===== src/rtl/keypad_scanner_pkg.sv =====
// Shared definitions for the matrix keypad scanner.
// Holds FSM encodings, matrix geometry and matrix helper functions.
package keypad_scanner_pkg;

    localparam int KEY_ROWS = 4;
    localparam int KEY_COLS = 4;
    localparam int KEYS     = KEY_ROWS * KEY_COLS;

    typedef enum logic [1:0] {
        ST_IDLE    = 2'd0,
        ST_PRESSED = 2'd1,
        ST_MULTI   = 2'd2
    } state_t;

    function automatic logic [4:0] count_keys(input logic [KEYS-1:0] m);
        logic [4:0] n;
        n = '0;
        for (int i = 0; i < KEYS; i++) begin
            n = n + {4'b0000, m[i]};
        end
        return n;
    endfunction

    // The matrix is stored column-major (bit = col*4 + row) while key
    // codes are row-major (row*4 + col), so the two halves swap.
    function automatic logic [3:0] key_index(input logic [KEYS-1:0] m);
        logic [3:0] idx;
        logic [3:0] pos;
        idx = '0;
        for (int p = 0; p < KEYS; p++) begin
            pos = 4'(p);
            if (m[p]) begin
                idx = {pos[1:0], pos[3:2]};
            end
        end
        return idx;
    endfunction

endpackage


===== src/rtl/keypad_scanner_tick_gen.sv =====
// scan_tick_gen: free-running divider producing a one-clk scan tick.
// Ports: i_clk, i_rst (sync, active-high), o_tick (high when count==DIVISOR-1).
module scan_tick_gen #(
    parameter int DIVISOR = 1350
) (
    input  logic i_clk,
    input  logic i_rst,
    output logic o_tick
);

    localparam int CW = (DIVISOR > 1) ? $clog2(DIVISOR) : 1;
    localparam logic [CW-1:0] LAST = CW'(DIVISOR - 1);

    logic [CW-1:0] r_cnt;

    always_ff @(posedge i_clk) begin
        if (i_rst) begin
            r_cnt <= '0;
        end else if (r_cnt == LAST) begin
            r_cnt <= '0;
        end else begin
            r_cnt <= r_cnt + 1'b1;
        end
    end

    assign o_tick = (r_cnt == LAST);

endmodule


===== src/rtl/keypad_scanner.sv =====
// keypad_scanner: strobes a 4x4 keypad, debounces full scans, reports single keys.
// Ports: clk, rst (sync, active-high), row_in[3:0] (active-low rows),
//        col_out[3:0] (active-low strobe), key_code[3:0], key_valid (pulse), key_held.
module keypad_scanner #(
    parameter int DIVISOR        = 1350,
    parameter int DEBOUNCE_SCANS = 4
) (
    input  logic       clk,
    input  logic       rst,
    input  logic [3:0] row_in,
    output logic [3:0] col_out,
    output logic [3:0] key_code,
    output logic       key_valid,
    output logic       key_held
);

    import keypad_scanner_pkg::*;

    localparam int SW = $clog2(DEBOUNCE_SCANS + 1);
    localparam logic [SW-1:0] STABLE_MAX = SW'(DEBOUNCE_SCANS);
    localparam logic [SW-1:0] STABLE_ONE = SW'(1);

    logic            w_tick;
    logic            w_scan_done;
    logic            w_same;
    logic            w_commit;
    logic [KEYS-1:0] w_scan_next;
    logic [SW-1:0]   w_stable_next;
    logic [4:0]      w_n;
    logic [3:0]      w_idx;

    logic [1:0]      r_col_idx;
    logic [KEYS-1:0] r_scan;
    logic [KEYS-1:0] r_last;
    logic [KEYS-1:0] r_debounced;
    logic [SW-1:0]   r_stable_cnt;
    logic            r_commit;
    state_t          r_state;
    logic [3:0]      r_key_code;
    logic            r_key_valid;
    logic            r_key_held;

    scan_tick_gen #(
        .DIVISOR (DIVISOR)
    ) u_tick (
        .i_clk  (clk),
        .i_rst  (rst),
        .o_tick (w_tick)
    );

    assign col_out = ~(4'b0001 << r_col_idx);

    // Merge the current column sample so the end-of-scan compare
    // sees the complete matrix on the same clk.
    always_comb begin
        w_scan_next = r_scan;
        w_scan_next[{r_col_idx, 2'b00} +: 4] = ~row_in;
    end

    assign w_scan_done = w_tick && (r_col_idx == 2'd3);
    assign w_same      = (w_scan_next == r_last);

    always_comb begin
        w_stable_next = STABLE_ONE;
        if (w_same) begin
            if (r_stable_cnt == STABLE_MAX) begin
                w_stable_next = STABLE_MAX;
            end else begin
                w_stable_next = r_stable_cnt + 1'b1;
            end
        end
    end

    assign w_commit = w_scan_done && (w_stable_next == STABLE_MAX);

    always_ff @(posedge clk) begin
        if (rst) begin
            r_col_idx    <= 2'd0;
            r_scan       <= '0;
            r_last       <= '0;
            r_debounced  <= '0;
            r_stable_cnt <= '0;
            r_commit     <= 1'b0;
        end else begin
            r_commit <= w_commit;
            if (w_tick) begin
                r_scan    <= w_scan_next;
                r_col_idx <= r_col_idx + 2'd1;
            end
            if (w_scan_done) begin
                r_last       <= w_scan_next;
                r_stable_cnt <= w_stable_next;
            end
            if (w_commit) begin
                r_debounced <= w_scan_next;
            end
        end
    end

    assign w_n   = count_keys(r_debounced);
    assign w_idx = key_index(r_debounced);

    always_ff @(posedge clk) begin
        if (rst) begin
            r_state     <= ST_IDLE;
            r_key_code  <= 4'd0;
            r_key_valid <= 1'b0;
            r_key_held  <= 1'b0;
        end else begin
            r_key_valid <= 1'b0;
            if (r_commit) begin
                unique case (r_state)
                    ST_IDLE: begin
                        if (w_n == 5'd1) begin
                            r_state     <= ST_PRESSED;
                            r_key_code  <= w_idx;
                            r_key_valid <= 1'b1;
                            r_key_held  <= 1'b1;
                        end else if (w_n > 5'd1) begin
                            r_state <= ST_MULTI;
                        end
                    end
                    ST_PRESSED: begin
                        if (w_n == 5'd0) begin
                            r_state    <= ST_IDLE;
                            r_key_held <= 1'b0;
                        end else if (w_n != 5'd1 || w_idx != r_key_code) begin
                            r_state    <= ST_MULTI;
                            r_key_held <= 1'b0;
                        end
                    end
                    ST_MULTI: begin
                        if (w_n == 5'd0) begin
                            r_state <= ST_IDLE;
                        end
                    end
                    default: begin
                        r_state    <= ST_IDLE;
                        r_key_held <= 1'b0;
                    end
                endcase
            end
        end
    end

    assign key_code  = r_key_code;
    assign key_valid = r_key_valid;
    assign key_held  = r_key_held;

endmodule


===== config.mk =====
export PLATFORM = sky130hd
export DESIGN_NAME = keypad_scanner
export DESIGN_NICKNAME = d
export VERILOG_FILES = /design/src/rtl/keypad_scanner_pkg.sv /design/src/rtl/keypad_scanner_tick_gen.sv /design/src/rtl/keypad_scanner.sv
export SDC_FILE = /design/constraint.sdc
export NUM_CORES = 1
export LEC_CHECK = 0
export CAP_MARGIN = 10
export CORE_MARGIN = 5
export CORE_UTILIZATION = 60
export CTS_CLUSTER_DIAMETER = 40
export DETAILED_ROUTE_END_ITERATION = 8
export GPL_TIMING_DRIVEN = 0
export PLACE_DENSITY_LB_ADDON = 0.1
export RECOVER_POWER = 50
export SYNTH_ARGS = -nofsm -noshare
export SYNTH_HDL_FRONTEND = slang
export SYNTH_SLANG_ARGS = --single-unit

===== constraint.sdc =====
create_clock -name clk -period 9.8 [get_ports clk]
set_input_delay 0.98 -clock clk [delete_from_list [all_inputs] [get_ports clk]]
set_output_delay 0.98 -clock clk [all_outputs]
set_load 0.02 [all_outputs]

### Word-level counts from Yosys, hierarchy flattened

Index checks and enable logic that the tools add are counted.

* order comparisons: 1
* add/subtract/negate cells: 19
* muxes and demuxes: 29
* eq/ne operators: 14
* bitwise operators: 5
* shifts and indexed selects: 3
* reduce and logical (&&, ||, !) cells: 10

Operators by type and width (count)
* 2-to-1 mux 4 bit: 14
* adder 5 x 1 -> 5 bit: 11
* bitwise mux 16 bit: 1
* equality test 16 bit: 1
* variable shift 4 x 6 -> 16 bit, first input constant: 1
* variable part select 4 x 6 -> 16 bit: 1
* adder 11 x 1 -> 11 bit, second input constant: 1
* equality test 11 bit, second input constant: 1
* 2-to-1 mux 2 bit: 5
* 2-to-1 mux 3 bit: 3
* inverter 4 bit: 2
* AND reduction 4 bit: 2
* equality test 3 bit, second input constant: 2
* != test 3 bit, second input constant: 2
* negation 4 -> 6 bit: 1
* one-hot mux 2 bit (3 select lines): 1
* adder 4 x 1 -> 5 bit: 1
* equality test 5 x 1 -> 1 bit, second input constant: 1
* greater-than comparator 5 x 1 -> 1 bit, second input constant: 1
* zero test 5 bit: 1
* != test 5 x 1 -> 1 bit, second input constant: 1
* adder 3 x 1 -> 4 bit: 1
* equality test 2 bit, second input constant: 2
* 2-to-1 mux 1 bit: 4
* 16 further kinds: 20

* flip-flop bits (word level): 73
* output and inout port bits: 10
* logic and storage cells: 92
* input port bits: 6

### Logic depth before layout (Yosys ltp)

Gate-level depths: netlist of the first run.

* word-level depth: 20
* depth in mapped cells: 17
* mapped depth without buffers: 16

### Modules after synthesis

A second synthesis of the first run with hierarchy kept.

* cell total of the unflattened synthesis: 534
* area, all modules: 4448.0 um^2

Modules (own cells, without submodules)
* keypad_scanner: cells an instance 477, sequential area each 1241.2 um^2, area an instance 3912.5 um^2, times used 1
* scan_tick_gen: cells an instance 57, sequential area each 220.2 um^2, area an instance 535.5 um^2, times used 1

### Worst setup path after synthesis of the first run

OpenSTA, ideal clock, no wires.

* kind: flip-flop to flip-flop
* start point: register r_debounced[5]
* end point: register r_key_code[2], in the netlist key_code[2]
* path buffers: 1
* data arrival time: 4472 ps
* period minus slack after synthesis: 4600 ps
* library setup time: 128 ps
* slack: 5200 ps
* stages on the path, launching flop included: 18
* data required time: 9672 ps
* path through: dfxtp_1 -> fa_1 -> inv_1 -> fa_1 -> fa_1 -> fa_1 -> inv_1 -> ha_1 -> inv_1 -> fa_1 -> nor2_1 -> a31oi_1 -> or4b_2 -> nor2_1 -> and3_1 -> clkbuf_1 -> mux2i_1 -> nor2_1

* longest elaborated chain between the ends: 13
* elaborated cells between the ends (all ways): 24
* those cells by class: 11 x add/sub; 1 x eq/ne; 11 x mux; 1 x reduce/logical

Ends and longest elaborated chain
* start, declared: RTL line keypad_scanner.sv:35 `logic [KEYS-1:0] r_debounced;`
* start signal, assigned: RTL line keypad_scanner.sv:95 `r_debounced <= w_scan_next;`
* adder 5 x 1 -> 5 bit (11 in a row): RTL line keypad_scanner_pkg.sv:19 `n = n + {4'b0000, m[i]};`
* equality test 5 x 1 -> 1 bit: RTL line keypad_scanner.sv:114 `if (w_n == 5'd1) begin`
* AND reduction 3 bit (no line)
* end signal, assigned: RTL line keypad_scanner.sv:116 `r_key_code <= w_idx;`
* end, declared: RTL line keypad_scanner.sv:39 `logic [3:0] r_key_code;`

Several ways; a longest one is shown, not always the timed one.
A chain may end at the register's enable or synchronous reset.

### Worst setup path in the final report of the first run

Same ends and word-level chain as after synthesis.

==> run_results.csv, run 1 <==
group,metric,value,unit
layout,fillers,513,
global_route,grt_max_degree,12,
clock_tree,cts_hold_buf,0,
route,drt_iter0_drc,195,
critical_path,timing.rr.start,"r_debounced[5]",
power,peakVddDrop,0.0922,mV
floorplan,dieArea,8250,um^2
place,gp_congestion,0.876,
power,power_density,127,nW/um^2
floorplan,io_pins,16,
clock_tree,clock_latency,0.35,ns
timing,fin_ws,4.83,ns
timing,tns,0,ns
yosys,ys_types,55,
clock_tree,cts_resized,0,
power,p_sw,123,uW
clock_tree,cts.sinks,73,
critical_path,critPathMaxStageDelay,0.68,ns
yosys,syn_inst,456,
critical_path,endpoint,"key_code[2]",
layout,nNetsFinal,512,
place,pre_cts_ws,4.83,ns
yosys,syn_avg_cell_area,8.59,um^2
outcome,status,"complete, no violations",
critical_path,criticalPathCategory,"reg2reg",
yosys,synthArstFlopShare,0,%
yosys,synth_top_cell_area_share,37.3,%
power,p_int,427,uW
power,clkPwrFrac,42.4,%
place,port_buffers,15,
layout,finish.utilization,68.5,%
yosys,synth_commonest_cells,"73 x dfxtp_1, 66 x nor2_1, 36 x a21oi_1",
layout,drive_gt1_share,5.13,%
clock_tree,cts_tree,"done",
critical_path,reg2regPathDepth,17,
layout,antenna_cells,0,
place,place_hpwl,6640,um
timing,relSlewSlack,49.3,%
floorplan,die_h,90.8,um
critical_path,startpoint,"r_debounced[5]",
global_route,grt_antenna_before_repair,0,
power,combPwrFrac,3.3,%
critical_path,path_depth,17,
yosys,synth_enable_flop_cells,0,
yosys,syn_area,3920,um^2
clock_tree,cts_buffers,9,
clock_tree,cts_setup_buffers,0,
timing,hold_violations,0,
power,leakage,0.00156,uW
route,postRouteWirelength,8850,um
critical_path,start_kind,"flop",
global_route,grt_pass1_wl,15000,um
power,seqPwrFrac,54.3,%
global_route,grt_pass1_vias,3189,
critical_path,cp_top_family,"adder cells",
route,firstDrtPassIters,4,
critical_path,cp_max_fo,10,
floorplan,num_rows,29,
power,swShare,22.4,%
clock_tree,cts_max_path_buffers,2,
floorplan,die_x,90.8,um
route,vias_per_cell,5.86,
floorplan,core,6350,um^2
timing,tightest_slew,0.760,ns
yosys,yosysTopAreaCell,"dfxtp_1",
critical_path,endpoint_kind,"flop",
run,cap_violations,0,
layout,area_delta_synth_final,11.0,%
clock_tree,clkTransAtPathRegs,0.07,ns
route,drtAntennaViolNets,0,
critical_path,cpMaxStageDelayCell,"or4b_2",
yosys,syn_nets,486,
yosys,synth_flop_cell,"dfxtp_1",
timing,finalClockSkew,0.0108,ns
critical_path,cp_common_cell,"fa_1",
critical_path,crit_arrival,5.20,ns
worst_hold_path,hp-class,"reg2reg",
critical_path,worst-path-buf-inv,4,
route,drcViolationCount,0,
critical_path,required,10.02,ns
yosys,synth_seq_cells,73,
timing,fin_crit,4.97,ns
timing,hold-worst-slack,0.470,ns
timing,rsz0062_at_grt,"false",
clock_tree,htree_levels,3,
route,vias,3307,
yosys,synthTopCellsByArea,"dfxtp_1 37%, nor2_1 6.3%, fa_1 5.1%",
route,wl_per_cell,15.7,um
timing,setup_viol,0,
yosys,ys_seq_area_share,37.3,%
timing,fmax,201,MHz
yosys,yosysMostFrequentCell,"dfxtp_1",
floorplan,initial_core_util,61.7,%
layout,stdcell_area,4350,um^2
global_route,grt_use_total,22.0,%
global_route,grt_remaining_overflow,0,
timing,period_share,50.7,%
yosys,ys.warnings.count,0,
critical_path,crit_path_cell_trace,"fa_1 -> inv_1 -> fa_1 -> fa_1 -> fa_1 -> inv_1 -> ha_1 -> inv_1 -> fa_1 -> nor2_1 -> a31oi_1 -> or4b_2 -> nor2_1 -> and3_1 -> clkbuf_1 -> mux2i_1 -> nor2_1",
timing,drv_slew,0,
place,placed_area,4170,um^2
clock_tree,root_buffer,"clkbuf_8",
critical_path,reg2reg_to,"key_code[2]",
critical_path,r2r_slack,4.83,ns
logic make-up after synthesis:
group,share of synthesized area (%)
compound gates,17.9
xor+xnor,5.59
fa+ha+maj,9.58
buf+inv,6.07
flops,37.3
mux,1.79
simple gates,21.8
worst register-to-register path: stages, from the launching register on:
cell and delay (ns):
dfxtp_1 0.36, fa_1 0.55, inv_1 0.05, fa_1 0.46
fa_1 0.53, fa_1 0.41, inv_1 0.08, ha_1 0.16
inv_1 0.06, fa_1 0.37, nor2_1 0.10, a31oi_1 0.08
or4b_2 0.68, nor2_1 0.15, and3_1 0.16, clkbuf_1 0.33
mux2i_1 0.25, nor2_1 0.05
cells in the final DEF, fill, tap and decap left out, types with 3 or more instances in the layout:
cell type	n
nand2_1	18
fa_1	10
o41ai_1	3
a31oi_1	7
and3_1	4
clkbuf_8	10
clkdlybuf4s50_1	9
ha_1	14
xor2_1	16
a211oi_1	25
o21ai_0	7
nand4_1	3
dfxtp_1	73
dlygate4sd3_1	6
clkbuf_1	24
nand3_1	13
o2bb2ai_1	7
xnor2_1	9
nor2_1	66
nor3b_2	3
o31ai_1	5
inv_1	35
nor2b_1	9
a21oi_1	36
nor3b_1	5
mux2i_1	7
nor3_1	12
nor4_1	9
per-layer routing:
layer / GRT usage, % / up-vias / part of all wire [%]
met4: 8.19 / 0 / 2.3
met2: 35.1 / 68 / 47
met5: 0 / - / 0
met3: 4.25 / 21 / 3.7
li1: - / 1659 / -
met1: 29.4 / 1559 / 47
how the worst min path moves through the flow:
stage | endpoint | from | slack, ns | cells after the start
2_1_floorplan | r_stable_cnt[1] | r_stable_cnt[1] | 0.45 | 2
3_3_place_gp | r_stable_cnt[1] | r_stable_cnt[1] | 0.46 | 2
5_1_grt | r_stable_cnt[1] | r_stable_cnt[1] | 0.49 | 2
3_5_place_dp | r_stable_cnt[1] | r_stable_cnt[1] | 0.46 | 2
6_report | r_stable_cnt[1] | r_stable_cnt[1] | 0.47 | 2
4_1_cts | r_stable_cnt[1] | r_stable_cnt[1] | 0.47 | 2
state kept, by name, indices dropped and copies added, names as in the netlist:
signal        cells
r_debounced      16
r_last           16
r_scan           16
u_tick.r_cnt     11
key_code          4
r_stable_cnt      3
r_col_idx         2
r_state           2
key_held          1
key_valid         1
r_commit          1
power groups by stage:
stage          Clock, uW  Combinational (uW)  Sequential [uW]
2_1_floorplan          0                10.3              306
3_3_place_gp           0                17.6              306
3_5_place_dp           0                17.8              306
4_1_cts              235                17.9              299
5_1_grt              250                19.5              299
6_report             234                18.0              299
per-stage QoR:
stage / total power [uW] / cells
floorplan: 316 / 456
global placement: 324 / 548
detailed placement: 324 / 548
CTS: 552 / 564
global route: 569 / 564
finish: 551 / 564
cell type report:
cell class | instances | area [um^2] | area share, %
well taps | 77 | 96.3 | 2.22
plain buffers | 23 | 97.6 | 2.24
repair buffers | 15 | 150 | 3.45
clock inverters | 3 | 40.0 | 0.921
inverters | 36 | 135 | 3.11
multi-input cells | 324 | 2220 | 51.0
clock buffers | 13 | 149 | 3.42
flip-flops and latches | 73 | 1460 | 33.6
(Power assumes the default switching activity.)
==> inputs of run 2 (changes only) <==
CORE_UTILIZATION = 55   (was 60)
clock period = 4.55 ns   (was 9.8 ns; I/O delays follow)
==> run 2 against run 1 <==
Count of clock-buffer cells in the layout unchanged. Via count is 1.3% higher. Sequential cell count stayed put. Global-route usage down 0.36 points. Sequential power rose by 120%. Design area is 2.4% higher. Utilization down 3.6 points. Critical path depth is the same. Critical endpoint unchanged. Routed wire length grew 4.2%. Register-to-register slack got worse by 4.8 ns.
==> run_results.csv, run 2 (synthesis results as in run 1) <==
group,metric,value,unit
outcome,status,"complete, no violations",
clock_tree,cts.sinks,73,
route,drt_iter0_drc,169,
critical_path,endpoint_kind,"flop",
global_route,grt_pass1_vias,3103,
clock_tree,clkTransAtPathRegs,0.07,ns
timing,period_share,99.0,%
timing,fin_ws,0.0444,ns
critical_path,required,4.76,ns
layout,drive_gt1_share,7.55,%
critical_path,cp_max_fo,5,
place,pre_cts_ws,-0.259,ns
global_route,grt_antenna_before_repair,0,
global_route,grt_remaining_overflow,0,
clock_tree,cts_hold_buf,0,
timing,setup_viol,0,
timing,hold_violations,0,
place,placed_area,4190,um^2
layout,area_delta_synth_final,13.7,%
route,firstDrtPassIters,5,
clock_tree,cts_tree,"done",
layout,stdcell_area,4450,um^2
critical_path,crit_arrival,4.72,ns
place,dp_cells,567,
floorplan,die_x,94.4,um
layout,nNetsFinal,515,
clock_tree,root_buffer,"clkbuf_8",
critical_path,cp_common_cell,"fa_1",
power,power_density,267,nW/um^2
timing,fin_crit,4.51,ns
route,drtAntennaViolNets,0,
floorplan,dieArea,8910,um^2
layout,final_common_cell,"dfxtp_1",
clock_tree,cts_buffers,9,
timing,rsz0062_at_grt,"true",
clock_tree,htree_levels,3,
power,leakage,0.00159,uW
layout,fillers,595,
timing,fmax,222,MHz
critical_path,cp_top_family,"adder cells",
critical_path,worst-path-buf-inv,4,
global_route,grt_max_degree,12,
route,drcViolationCount,0,
floorplan,num_rows,30,
place,place_hpwl,6830,um
layout,largestRegisters,"r_debounced x16, r_last x16, r_scan x16",
power,peakVddDrop,0.176,mV
timing,finalClockSkew,0.00911,ns
critical_path,criticalPathCategory,"reg2reg",
route,postRouteWirelength,9220,um
floorplan,die_h,94.4,um
floorplan,core,6870,um^2
route,vias_per_cell,5.72,
place,port_buffers,15,
clock_tree,clock_latency,0.35,ns
global_route,grt_pass1_wl,15000,um
layout,antenna_cells,0,
critical_path,critPathMaxStageDelay,0.53,ns
power,p_total,1190,uW
route,wl_per_cell,15.7,um
layout,final_cell_mix,"70 x dfxtp_1, 65 x nor2_1, 36 x a21oi_1, 34 x inv_1",
run,cap_violations,0,
route,vias,3351,
critical_path,crit_path_cell_trace,"fa_1 -> inv_1 -> fa_1 -> fa_1 -> fa_1 -> inv_1 -> ha_2 -> inv_2 -> fa_2 -> nor2_1 -> a31oi_1 -> or4b_4 -> nor2_4 -> and3_4 -> buf_8 -> mux2i_1 -> nor2_1",
critical_path,start_kind,"flop",
layout,fin_cells,586,
critical_path,cpMaxStageDelayCell,"fa_1",
place,gp_congestion,0.864,
timing,relSlewSlack,46.9,%
timing,tightest_slew,0.796,ns
floorplan,io_pins,16,
clock_tree,cts_max_path_buffers,2,
worst_hold_path,hp-class,"reg2reg",
floorplan,initial_core_util,57.0,%
global_route,grt_use_total,21.6,%
timing,drv_slew,0,
==> run 2: power by group <==
part / total [uW] / switching [uW] / internal [uW]
combinational: 38.2 / 25.6 / 12.6
sequential: 643 / 3.34 / 640
clock: 506 / 238 / 268
==> run 2: what timing repair did <==
action,CTS,global route
endpoints found under the setup margin,8,7
pin swaps,2,4
setup buffers,0,2
cloned,0,1
gates resized for setup,6,11
==> run 2: path summary, 6_finish.rpt <==
| check | from | end | cells after the start | slack [ns] |
|---|---|---|---|---|
| setup / recovery | r_debounced[9] | key_code[2] | 17 | 0.04 |
| hold / removal | r_stable_cnt[1] | r_stable_cnt[1] | 2 | 0.48 |
| setup reg to reg | r_debounced[9] | key_code[2] | 17 | 0.04 |
| hold reg to reg | r_stable_cnt[1] | r_stable_cnt[1] | 2 | 0.48 |
==> run 2: metal layers <==
layer,vias up,part of all wire [%],GRT usage (%)
met5,-,0,0
met4,0,1.8,8.18
met3,16,4.8,4.06
met2,82,47,34.3
met1,1583,47,29.2
li1,1670,-,-
==> run 2: stage by stage <==
stage	TNS [ns]	hold WS (ns)	utilization (%)
6_report	0	0.476	64.8
4_1_cts	0	0.482	64.0
3_5_place_dp	-1.30	0.471	61.0
5_1_grt	-0.260	0.509	64.8
2_1_floorplan	0	0.449	-
3_3_place_gp	-0.863	0.460	61.0
==> run 2: layout make-up <==
type | instances | area, um^2 | area share (%)
Timing Repair Buffer | 18 | 194 | 4.35
Clock inverter | 3 | 40.0 | 0.899
Inverter | 36 | 135 | 3.03
Clock buffer | 13 | 149 | 3.34
Sequential cell | 73 | 1470 | 32.9
Multi-Input combinational cell | 324 | 2240 | 50.3
Buffer | 23 | 109 | 2.44
Tap cell | 96 | 120 | 2.70
==> run 2: worst min-delay path, delay by kind of cell, from the launching register on <==
family             cells  cell delay [ns]
and+or+nand+nor        1             0.06
AOI/OAI and AO/OA      1             0.05
DFF                    1             0.33
==> inputs of run 3 (changes only) <==
ABC_AREA = 1   (was not set)
==> run 3 against run 2 <==
Utilization is 0.64 points lower. Critical path depth grew 1. Highest routed layer unchanged. Combinational power fell by 9.7%. Via count shrank 0.95%.
==> run_results.csv, run 3 <==
group,metric,value,unit
yosys,yosysTopAreaCell,"dfxtp_1",
yosys,synth_commonest_cells,"93 x nand2_1, 85 x inv_1, 73 x dfxtp_1",
outcome,status,"complete, no violations",
route,wl_per_cell,12.2,um
layout,nNetsFinal,602,
timing,hold_violations,0,
timing,setup_viol,0,
global_route,grt_use_total,20.4,%
critical_path,cpMaxStageDelayCell,"fa_1",
place,gp_congestion,0.859,
layout,finish.utilization,64.2,%
critical_path,cp_top_family,"adder cells",
yosys,syn_area,3930,um^2
clock_tree,clock_latency,0.35,ns
timing,relSlewSlack,66.7,%
route,drtAntennaViolNets,0,
critical_path,worst-path-buf-inv,3,
place,place_hpwl,6350,um
timing,fin_ws,0.274,ns
clock_tree,clkTransAtPathRegs,0.08,ns
global_route,grt_pass1_wl,14500,um
clock_tree,root_buffer,"clkbuf_8",
yosys,ys_seq_area_share,37.2,%
clock_tree,cts_setup_buffers,0,
timing,tns,0,ns
floorplan,dieArea,8930,um^2
layout,drive_gt1_share,5.37,%
layout,final_common_cell,"nand2_1",
critical_path,endpoint_kind,"flop",
run,cap_violations,0,
layout,antenna_cells,0,
critical_path,critPathMaxStageDelay,0.60,ns
critical_path,cp_common_cell,"fa_1",
global_route,grt_pass1_vias,3309,
yosys,synth_flop_cell,"dfxtp_1",
power,power_density,269,nW/um^2
yosys,syn_avg_cell_area,7.20,um^2
yosys,synthAdderAreaFrac,9.55,%
yosys,synthTopCellsByArea,"dfxtp_1 37%, nand2_1 8.9%, inv_1 8.1%",
power,peakVddDrop,0.245,mV
global_route,grt_antenna_before_repair,0,
timing,drv_slew,0,
yosys,syn_inst,546,
floorplan,initial_core_util,57.2,%
route,vias_per_cell,4.93,
yosys,ys_types,35,
critical_path,crit_path_cell_trace,"fa_1 -> inv_1 -> fa_1 -> fa_1 -> fa_1 -> inv_1 -> ha_1 -> a21oi_1 -> o21ai_1 -> xor2_1 -> o21ai_1 -> nor2_4 -> nand2_2 -> nor3_4 -> nand2_2 -> inv_1 -> o21ai_0 -> a21oi_1",
yosys,synth_seq_cells,73,
layout,largestRegisters,"r_debounced x16, r_last x16, r_scan x16",
critical_path,cp_max_fo,7,
place,pre_cts_ws,0.0400,ns
critical_path,criticalPathCategory,"reg2reg",
power,p_total,1190,uW
layout,area_delta_synth_final,12.3,%
yosys,ys.warnings.count,0,
route,firstDrtPassIters,4,
clock_tree,cts_tree,"done",
critical_path,crit_arrival,4.56,ns
floorplan,io_pins,16,
worst_hold_path,hp-class,"reg2reg",
yosys,synthArstFlopShare,0,%
route,drt_iter0_drc,162,
route,drcViolationCount,0,
yosys,synth_xor_area_share,4.90,%
yosys,synth_top_cell_area_share,37.2,%
clock_tree,cts_max_path_buffers,2,
clock_tree,cts_buffers,9,
floorplan,die_h,94.5,um
floorplan,num_rows,30,
clock_tree,htree_levels,3,
yosys,synth_compound_area_share,13.2,%
timing,fmax,234,MHz
route,vias,3319,
layout,fillers,641,
place,port_buffers,15,
timing,finalClockSkew,0.0106,ns
critical_path,required,4.83,ns
floorplan,core,6870,um^2
yosys,syn_nets,576,
timing,period_share,94.0,%
yosys,yosys.area_share.simple,24.9,%
yosys,yosysMostFrequentCell,"nand2_1",
timing,hold-worst-slack,0.461,ns
yosys,synth_enable_flop_cells,0,
critical_path,start_kind,"flop",
clock_tree,cts.sinks,73,
timing,tightest_slew,0.499,ns
yosys,synth.area.mux_share,0,%
yosys,synth_top_family_by_area,"simple AND/OR/NAND/NOR gates",
global_route,grt_remaining_overflow,0,
power,leakage,0.00188,uW
floorplan,die_x,94.5,um
global_route,grt_max_degree,13,
layout,final_cell_mix,"90 x nand2_1, 87 x inv_1, 73 x dfxtp_1, 71 x nor2_1, 42 x a21oi_1",
route,postRouteWirelength,8220,um
timing,fin_crit,4.28,ns
timing,rsz0062_at_grt,"false",
-- run 3: worst register-to-register path: cells and delay by family, from the launching register on --
kind / cells / cell delay, ns
AOI/OAI and AO/OA: 5 / 0.57
xor gates and xnor gates: 1 / 0.14
adders and majority gates: 5 / 2.37
buffers and inverters: 3 / 0.23
DFF: 1 / 0.33
and+or+nand+nor: 4 / 0.59
-- run 3: report_power, final --
part	switching [uW]	total, uW	internal (uW)	leakage (uW)
Combinational	21.6	34.5	12.9	0.00120
Sequential	3.17	644	641	0.000588
Clock	243	509	267	0.0000953
-- run 3: cells by family (layout without fill, tap and decap cells) --
family	after synthesis	in the layout
flops	73	73
xor+xnor	22	22
fa+ha+maj	24	24
compound gates	96	96
simple gates	226	226
buf+inv	105	136
-- run 3: timing repair --
action	in CTS	in global routing
hold buffers	0	0
resized for setup	0	12
setup endpoints to repair	0	8
-- run 3: through the flow --
| step | cells | instance area [um^2] |
|---|---|---|
| 6_report | 673 | 4410 |
| 5_1_grt | 673 | 4410 |
| 4_1_cts | 673 | 4400 |
| 3_5_place_dp | 657 | 4200 |
| 3_3_place_gp | 657 | 4200 |
| 2_1_floorplan | 546 | 3930 |
-- run 3: worst paths after layout --
path / startpoint / end / slack (ns) / cells after the start
worst max-delay path: r_debounced[0] / key_code[1] / 0.27 / 18
worst min-delay path: r_scan[1] / r_scan[1] / 0.46 / 2
worst max register to register: r_debounced[0] / key_code[1] / 0.27 / 18
worst min register to register: r_scan[1] / r_scan[1] / 0.46 / 2
-- run 3: layer usage --
metal	track usage (%)	wire, um
met5	0	0
met4	9.50	170
met3	3.19	237
met2	34.7	3900
met1	25.4	3910
-- run 3: layout make-up --
cell class | instances | area (um^2) | share of cell area [%]
Timing Repair Buffer | 15 | 150 | 3.40
Inverter | 88 | 330 | 7.49
Tap cell | 96 | 120 | 2.72
Clock buffer | 11 | 141 | 3.21
Multi-Input combinational cell | 368 | 2080 | 47.2
Clock inverter | 5 | 55.1 | 1.25
Sequential cell | 73 | 1460 | 33.1
Buffer | 17 | 70.1 | 1.59
